**src/rtl/mem_access_unit.sv**
```systemverilog
// mem_access_unit
// ---------------------------------------------------------------------------
// MEM-stage data-memory access controller. It turns an aligned LW/SW held in
// the MEM stage into one request on the data-memory channel, waits for the
// acknowledge, and produces the registered writeback-side results. A
// misaligned LW/SW never reaches memory. It is reported on mem_error and
// retires as a bubble. An access that gets no acknowledge for TIMEOUT BUSY
// cycles is abandoned. It also reports mem_error and retires as a bubble.
//
// Ports
//   clk, reset            clock; synchronous active-low reset
//   MEM_*                 instruction currently held in the MEM stage
//   stall[5:0]            pipeline stall vector; stall[4] freezes MEM/WB
//   stallreq_mem          freeze request for stages 0-3 (combinational)
//   dmem_req/we/addr/wdata  request channel (addr is a word address)
//   dmem_rdata, dmem_ack  response channel
//   WB_result/writeEnable/writeAddress  registered writeback results
//   mem_error             one-cycle pulse: misaligned access or timeout
//   dbg_state             current FSM state (0 IDLE, 1 BUSY, 2 DONE)
//
// Memory handshake: dmem_req is high for every BUSY cycle. While it is high,
// dmem_we/dmem_addr/dmem_wdata do not change. The memory answers with
// dmem_ack for exactly one cycle, and dmem_rdata is valid in that cycle.
// The request ends on the edge that samples the ack. An ack seen while
// dmem_req is low is ignored.
// ---------------------------------------------------------------------------
module mem_access_unit #(
  parameter logic [5:0] OP_LW   = 6'h23,
  parameter logic [5:0] OP_SW   = 6'h2B,
  parameter int         TIMEOUT = 16
) (
  input  logic        clk,
  input  logic        reset,
  input  logic [31:0] MEM_result,
  input  logic        MEM_writeEnable,
  input  logic [4:0]  MEM_writeAddress,
  input  logic [5:0]  MEM_ALUopcode,
  input  logic [31:0] MEM_memoryAddress,
  input  logic [31:0] MEM_memoryData,
  input  logic [5:0]  stall,
  output logic        stallreq_mem,
  output logic        dmem_req,
  output logic        dmem_we,
  output logic [29:0] dmem_addr,
  output logic [31:0] dmem_wdata,
  input  logic [31:0] dmem_rdata,
  input  logic        dmem_ack,
  output logic [31:0] WB_result,
  output logic        WB_writeEnable,
  output logic [4:0]  WB_writeAddress,
  output logic        mem_error,
  output logic [1:0]  dbg_state
);

  typedef enum logic [1:0] {
    IDLE = 2'd0,
    BUSY = 2'd1,
    DONE = 2'd2
  } state_t;

  state_t      state, state_nxt;
  logic [7:0]  cnt;
  logic [31:0] rdata_q;
  // Set when the access in DONE is a load that completed with data.
  logic        done_wb_q;

  logic is_ls, aligned, memop, misaligned, timeout_hit, wb_upd;

  assign is_ls       = (MEM_ALUopcode == OP_LW) || (MEM_ALUopcode == OP_SW);
  assign aligned     = (MEM_memoryAddress[1:0] == 2'b00);
  assign memop       = is_ls && aligned;
  assign misaligned  = is_ls && !aligned;
  // Ack has priority over the timeout in the last allowed BUSY cycle.
  assign timeout_hit = (state == BUSY) && !dmem_ack && (cnt == 8'(TIMEOUT - 1));
  assign wb_upd      = !stall[4];

  // Only the MEM/WB freeze bit is relevant to this stage.
  logic unused_stall;
  assign unused_stall = ^{stall[5], stall[3:0]};

  assign stallreq_mem = ((state == IDLE) && memop) || (state == BUSY);
  assign dmem_req     = (state == BUSY);
  assign dbg_state    = state;

  always_comb begin
    state_nxt = state;
    case (state)
      IDLE: if (memop) state_nxt = BUSY;
      BUSY: if (dmem_ack || timeout_hit) state_nxt = DONE;
      // Leaving DONE always goes through IDLE. A back-to-back access
      // therefore starts one cycle later.
      DONE: if (wb_upd) state_nxt = IDLE;
      default: state_nxt = IDLE;
    endcase
  end

  always_ff @(posedge clk) begin
    if (!reset) begin
      state           <= IDLE;
      cnt             <= 8'd0;
      rdata_q         <= 32'd0;
      done_wb_q       <= 1'b0;
      dmem_we         <= 1'b0;
      dmem_addr       <= 30'd0;
      dmem_wdata      <= 32'd0;
      WB_result       <= 32'd0;
      WB_writeEnable  <= 1'b0;
      WB_writeAddress <= 5'd0;
      mem_error       <= 1'b0;
    end else begin
      state     <= state_nxt;
      mem_error <= 1'b0;

      case (state)
        IDLE: begin
          if (memop) begin
            cnt        <= 8'd0;
            dmem_addr  <= MEM_memoryAddress[31:2];
            dmem_wdata <= MEM_memoryData;
            dmem_we    <= (MEM_ALUopcode == OP_SW);
          end else if (misaligned && wb_upd) begin
            // Report once, on the edge where the instruction retires.
            mem_error <= 1'b1;
          end
        end
        BUSY: begin
          if (dmem_ack) begin
            rdata_q   <= dmem_rdata;
            done_wb_q <= !dmem_we;
          end else if (timeout_hit) begin
            done_wb_q <= 1'b0;
            mem_error <= 1'b1;
          end else begin
            cnt <= cnt + 8'd1;
          end
        end
        default: ;
      endcase

      if (wb_upd) begin
        WB_result       <= 32'd0;
        WB_writeEnable  <= 1'b0;
        WB_writeAddress <= 5'd0;
        if ((state == IDLE) && !is_ls) begin
          WB_result       <= MEM_result;
          WB_writeEnable  <= MEM_writeEnable;
          WB_writeAddress <= MEM_writeAddress;
        end else if ((state == DONE) && done_wb_q) begin
          WB_result       <= rdata_q;
          WB_writeEnable  <= MEM_writeEnable;
          WB_writeAddress <= MEM_writeAddress;
        end
      end
    end
  end

endmodule

```
**config.mk**
```make
export PLATFORM = sky130hd
export DESIGN_NAME = mem_access_unit
export DESIGN_NICKNAME = d
export VERILOG_FILES = /design/src/rtl/mem_access_unit.sv
export SDC_FILE = /design/constraint.sdc
export NUM_CORES = 1
export LEC_CHECK = 0
export BUFFER_PORTS_ARGS = -buffer_cell sky130_fd_sc_hd__buf_2
export CORE_MARGIN = 1
export CORE_UTILIZATION = 50
export CTS_CLUSTER_DIAMETER = 150
export DETAILED_ROUTE_END_ITERATION = 10
export PLACE_DENSITY = 0.85
export SYNTH_ARGS = -nofsm -noshare
export SYNTH_HDL_FRONTEND = slang
export SYNTH_SLANG_ARGS = --single-unit
```
**constraint.sdc**
```tcl
create_clock -name clk -period 4.4 [get_ports clk]
set_input_delay 0.22 -clock clk [delete_from_list [all_inputs] [get_ports clk]]
set_output_delay 0.22 -clock clk [all_outputs]
set_load 0.1 [all_outputs]
```
==> summary.md <==
| Metric | Value |
|---|---|
| Status | completed |
| Crit start category | flop |
| Syn_nets | 814 |
| Vias in the first global route | 6800 |
| WP data arrival | 2.72 ns |
| Wire length per cell | 18.57 µm |
| M3 GR Usage | 11.87% |
| Chip Width | 105.8 µm |
| First-pass iteration count of the detailed router | 6 |
| Slew headroom | 17.94% |
| Root Buffer | clkbuf_8 |
| GR peak layer | met2 |
| Layout cell share with drive strength beyond 1 | 28.64% |
| Max_cap viols | 0 |
| Placed cell area | 6630 µm² |
| Synth Flop Type | dfxtp_1 |
| Critical path type | flop to primary output |
| GR Util met2 | 66.71% |
| Clock Skew | 0.01792 ns |
| H-tree levels | 4 |
| Synth Register Bits | 145 |
| Peak VDD IR | 0.3727 mV |
| Largest net degree at the start of global routing | 103 |
| Filler instances | 575 |
| Top cells by count, synth | 199 x nand2_1, 145 x dfxtp_1, 98 x a21oi_1 |
| Netlist cell types | 39 |
| Crit path largest cell delay | 0.80 ns |
| Setup TNS | 0 ns |
| TritonCTS buffer count | 17 |
| Initial DRC Count | 632 |
| CTS Sinks | 145 |
| Avg Vias per Cell | 5.781 |
| IO buf count | 249 |
| Residual DRC | 0 |
| Area leader, netlist | dfxtp_1 |
| Count leader, synth | nand2_1 |
| Lkg Pwr | 3.710 nW |
| Post-synthesis sequential area ratio | 53.87% |
| Core area | 10370 µm² |
| CP max-delay cell | or4_2 |
| Crit. End Element | primary output |
| Final setup viols | 0 |
| Via Count | 6741 |
| RSZ-0062 raised after global routing | false |
| Die area | 11200 µm² |
| Later-pin clock latency in the skew report | 0.53 ns |
| Achievable frequency | 0.3404 GHz |
| Power Density | 384.1 nW/µm² |
| Top cells by area, synth | dfxtp_1 54%, nand2_1 14%, a21oi_1 9.1% |
| CTS tree | done |
| I/O pin total | 255 |
| Gpl congestion | 0.7908 |
| Post-Syn Area | 5389 µm² |
| Syn Inst Count | 664 |
| Hold Violations, Final | 0 |
| Pins over their slew limit | 0 |
| Initial antenna violation count | 0 |
| Remaining global-route overflow | 0 |
| Total Routing Usage GR | 38.94% |
| Met1 Usage GRT | 39.80% |
| Synth Area per Inst | 8.116 µm² |
| Site row count | 37 |
| Top cell type's share of synthesized area | 53.87% |
| N_diodes | 0 |
| Crit Path Max Fanout | 19 |
| Post-synth EDFFs | 0 |
| Core Util, Final | 82.36% |
| Yosys warnings | 0 |
| Worst slew pin tran | 1.228 ns |
| Worst Path Required | 4.18 ns |
| Clock slew at reported path FFs | 0.06 ns |
| Antenna-violating nets left | 0 |
| Initial Util | 51.97% |
| Hold Crit Class | input pin to flop |
| Clock Path Buffers | 2 |
| Fraction of registers with async set/reset | 0% |
| Synthesis-to-layout area growth | 58.49% |
| Tcrit/Tclk final | 66.76% |
| WL final | 21660 µm |
| Die Height | 105.8 µm |
| First-pass GRT wire length | 33470 µm |
| Final nets | 1168 |
| Cell chain of the critical path | or3_4 -> or4_2 -> nand2_1 -> buf_2 |
| Post-detail-place hpwl | 9729 µm |
| Minimum clock period | 2.938 ns |
| Post-route cell area | 8541 µm² |
registers in the layout, indices dropped and copies added (netlist names):
name and count:
WB_result 32, done_wb_q 1, dmem_we 1, mem_error 1, WB_writeAddress 5, dbg_state 2, dmem_wdata 32, WB_writeEnable 1
cnt 8, dmem_addr 30, rdata_q 32
area by class of cell:
type                       instances  area [µm²]  share of cell area (%)
multi-input combinational        462        2243                   26.27
clock inverter                    13       161.4                   1.890
tap                              136       170.2                   1.992
inverter                           4       15.01                  0.1758
timing repair buffer             388        2620                   30.68
clock buffer                      18       427.9                   5.010
sequential                       145        2903                   33.99
per-layer routing:
layer	wire, µm	part of all wire [%]
met3	1888	8.7
met5	0	0
met4	1527	7.1
met1	7172	33
met2	11070	51
logic make-up after synthesis:
family	after synthesis	synth area share [%]
simple gates	276	21.13
buf+inv	57	4.574
fa+ha+maj	1	0.2321
flops	145	53.87
mux	1	0.1858
compound gates	184	20.01
path summary, 6_finish.rpt:
kind,startpoint,end,slack [ns],cells past startpoint
hold / removal,MEM_result[1],WB_result[1]$_SDFFE_PN0N_,0.002,3
setup / recovery,dbg_state[0]$_SDFFE_PN0P_,stallreq_mem,1.46,4
hold reg to reg,dmem_wdata[19]$_SDFFE_PN0P_,dmem_wdata[19]$_SDFFE_PN0P_,0.45,2
setup reg to reg,dbg_state[0]$_SDFFE_PN0P_,dmem_addr[8]$_SDFFE_PN0P_,1.92,5
cells in the final DEF (no fill, tap or decap), types with 3 or more instances in the layout:
master / Yosys / routed
bufinv_16: 0 / 3
and3_1: 3 / 3
dfxtp_1: 145 / 145
nand3_1: 15 / 15
o21ai_0: 43 / 43
clkinv_2: 0 / 3
dlygate4sd3_1: 0 / 132
clkbuf_16: 0 / 16
buf_2: 2 / 249
a21oi_1: 98 / 98
clkinvlp_4: 0 / 4
a221oi_1: 32 / 32
nor2_1: 41 / 40
nand2_1: 199 / 199
buf_4: 0 / 7
inv_1: 4 / 3
power breakdown:
group	total, mW	leakage [nW]	internal [mW]	switching, mW
logic	0.480	2.25	0.163	0.317
registers	1.36	1.18	1.34	0.0151
clock network	1.44	0.279	0.875	0.569
total	3.28	3.71	2.38	0.902
through the flow:
| step | hold slack (ns) | cells | total power, mW | worst slack (ns) |
|---|---|---|---|---|
| 4_1_cts | 0.0005312 | 1166 | 3.252 | 1.461 |
| 5_1_grt | 0.02160 | 1166 | 3.362 | 1.405 |
| 6_report | 0.001960 | 1166 | 3.280 | 1.462 |
| 2_1_floorplan | 0.3560 | 664 | 1.640 | 1.602 |
| 3_5_place_dp | 0.4430 | 1003 | 1.746 | 2.029 |
| 3_3_place_gp | 0.4388 | 1003 | 1.743 | 2.035 |
critical path, delay by kind of cell, from the launching register on:
family / cells / cell delay (ns)
buffers and inverters: 1 / 0.43
flip-flops: 1 / 0.39
AND/OR/NAND/NOR: 3 / 1.37
repair_timing:
action                                  in CTS  in global routing
gates resized for setup                      0                  0
hold buffers                               132                  0
buffers inserted                             0                  0
endpoints found under the setup margin       0                  0
endpoints found under the hold margin      132                  0
Power figures use the tool's default switching activity.
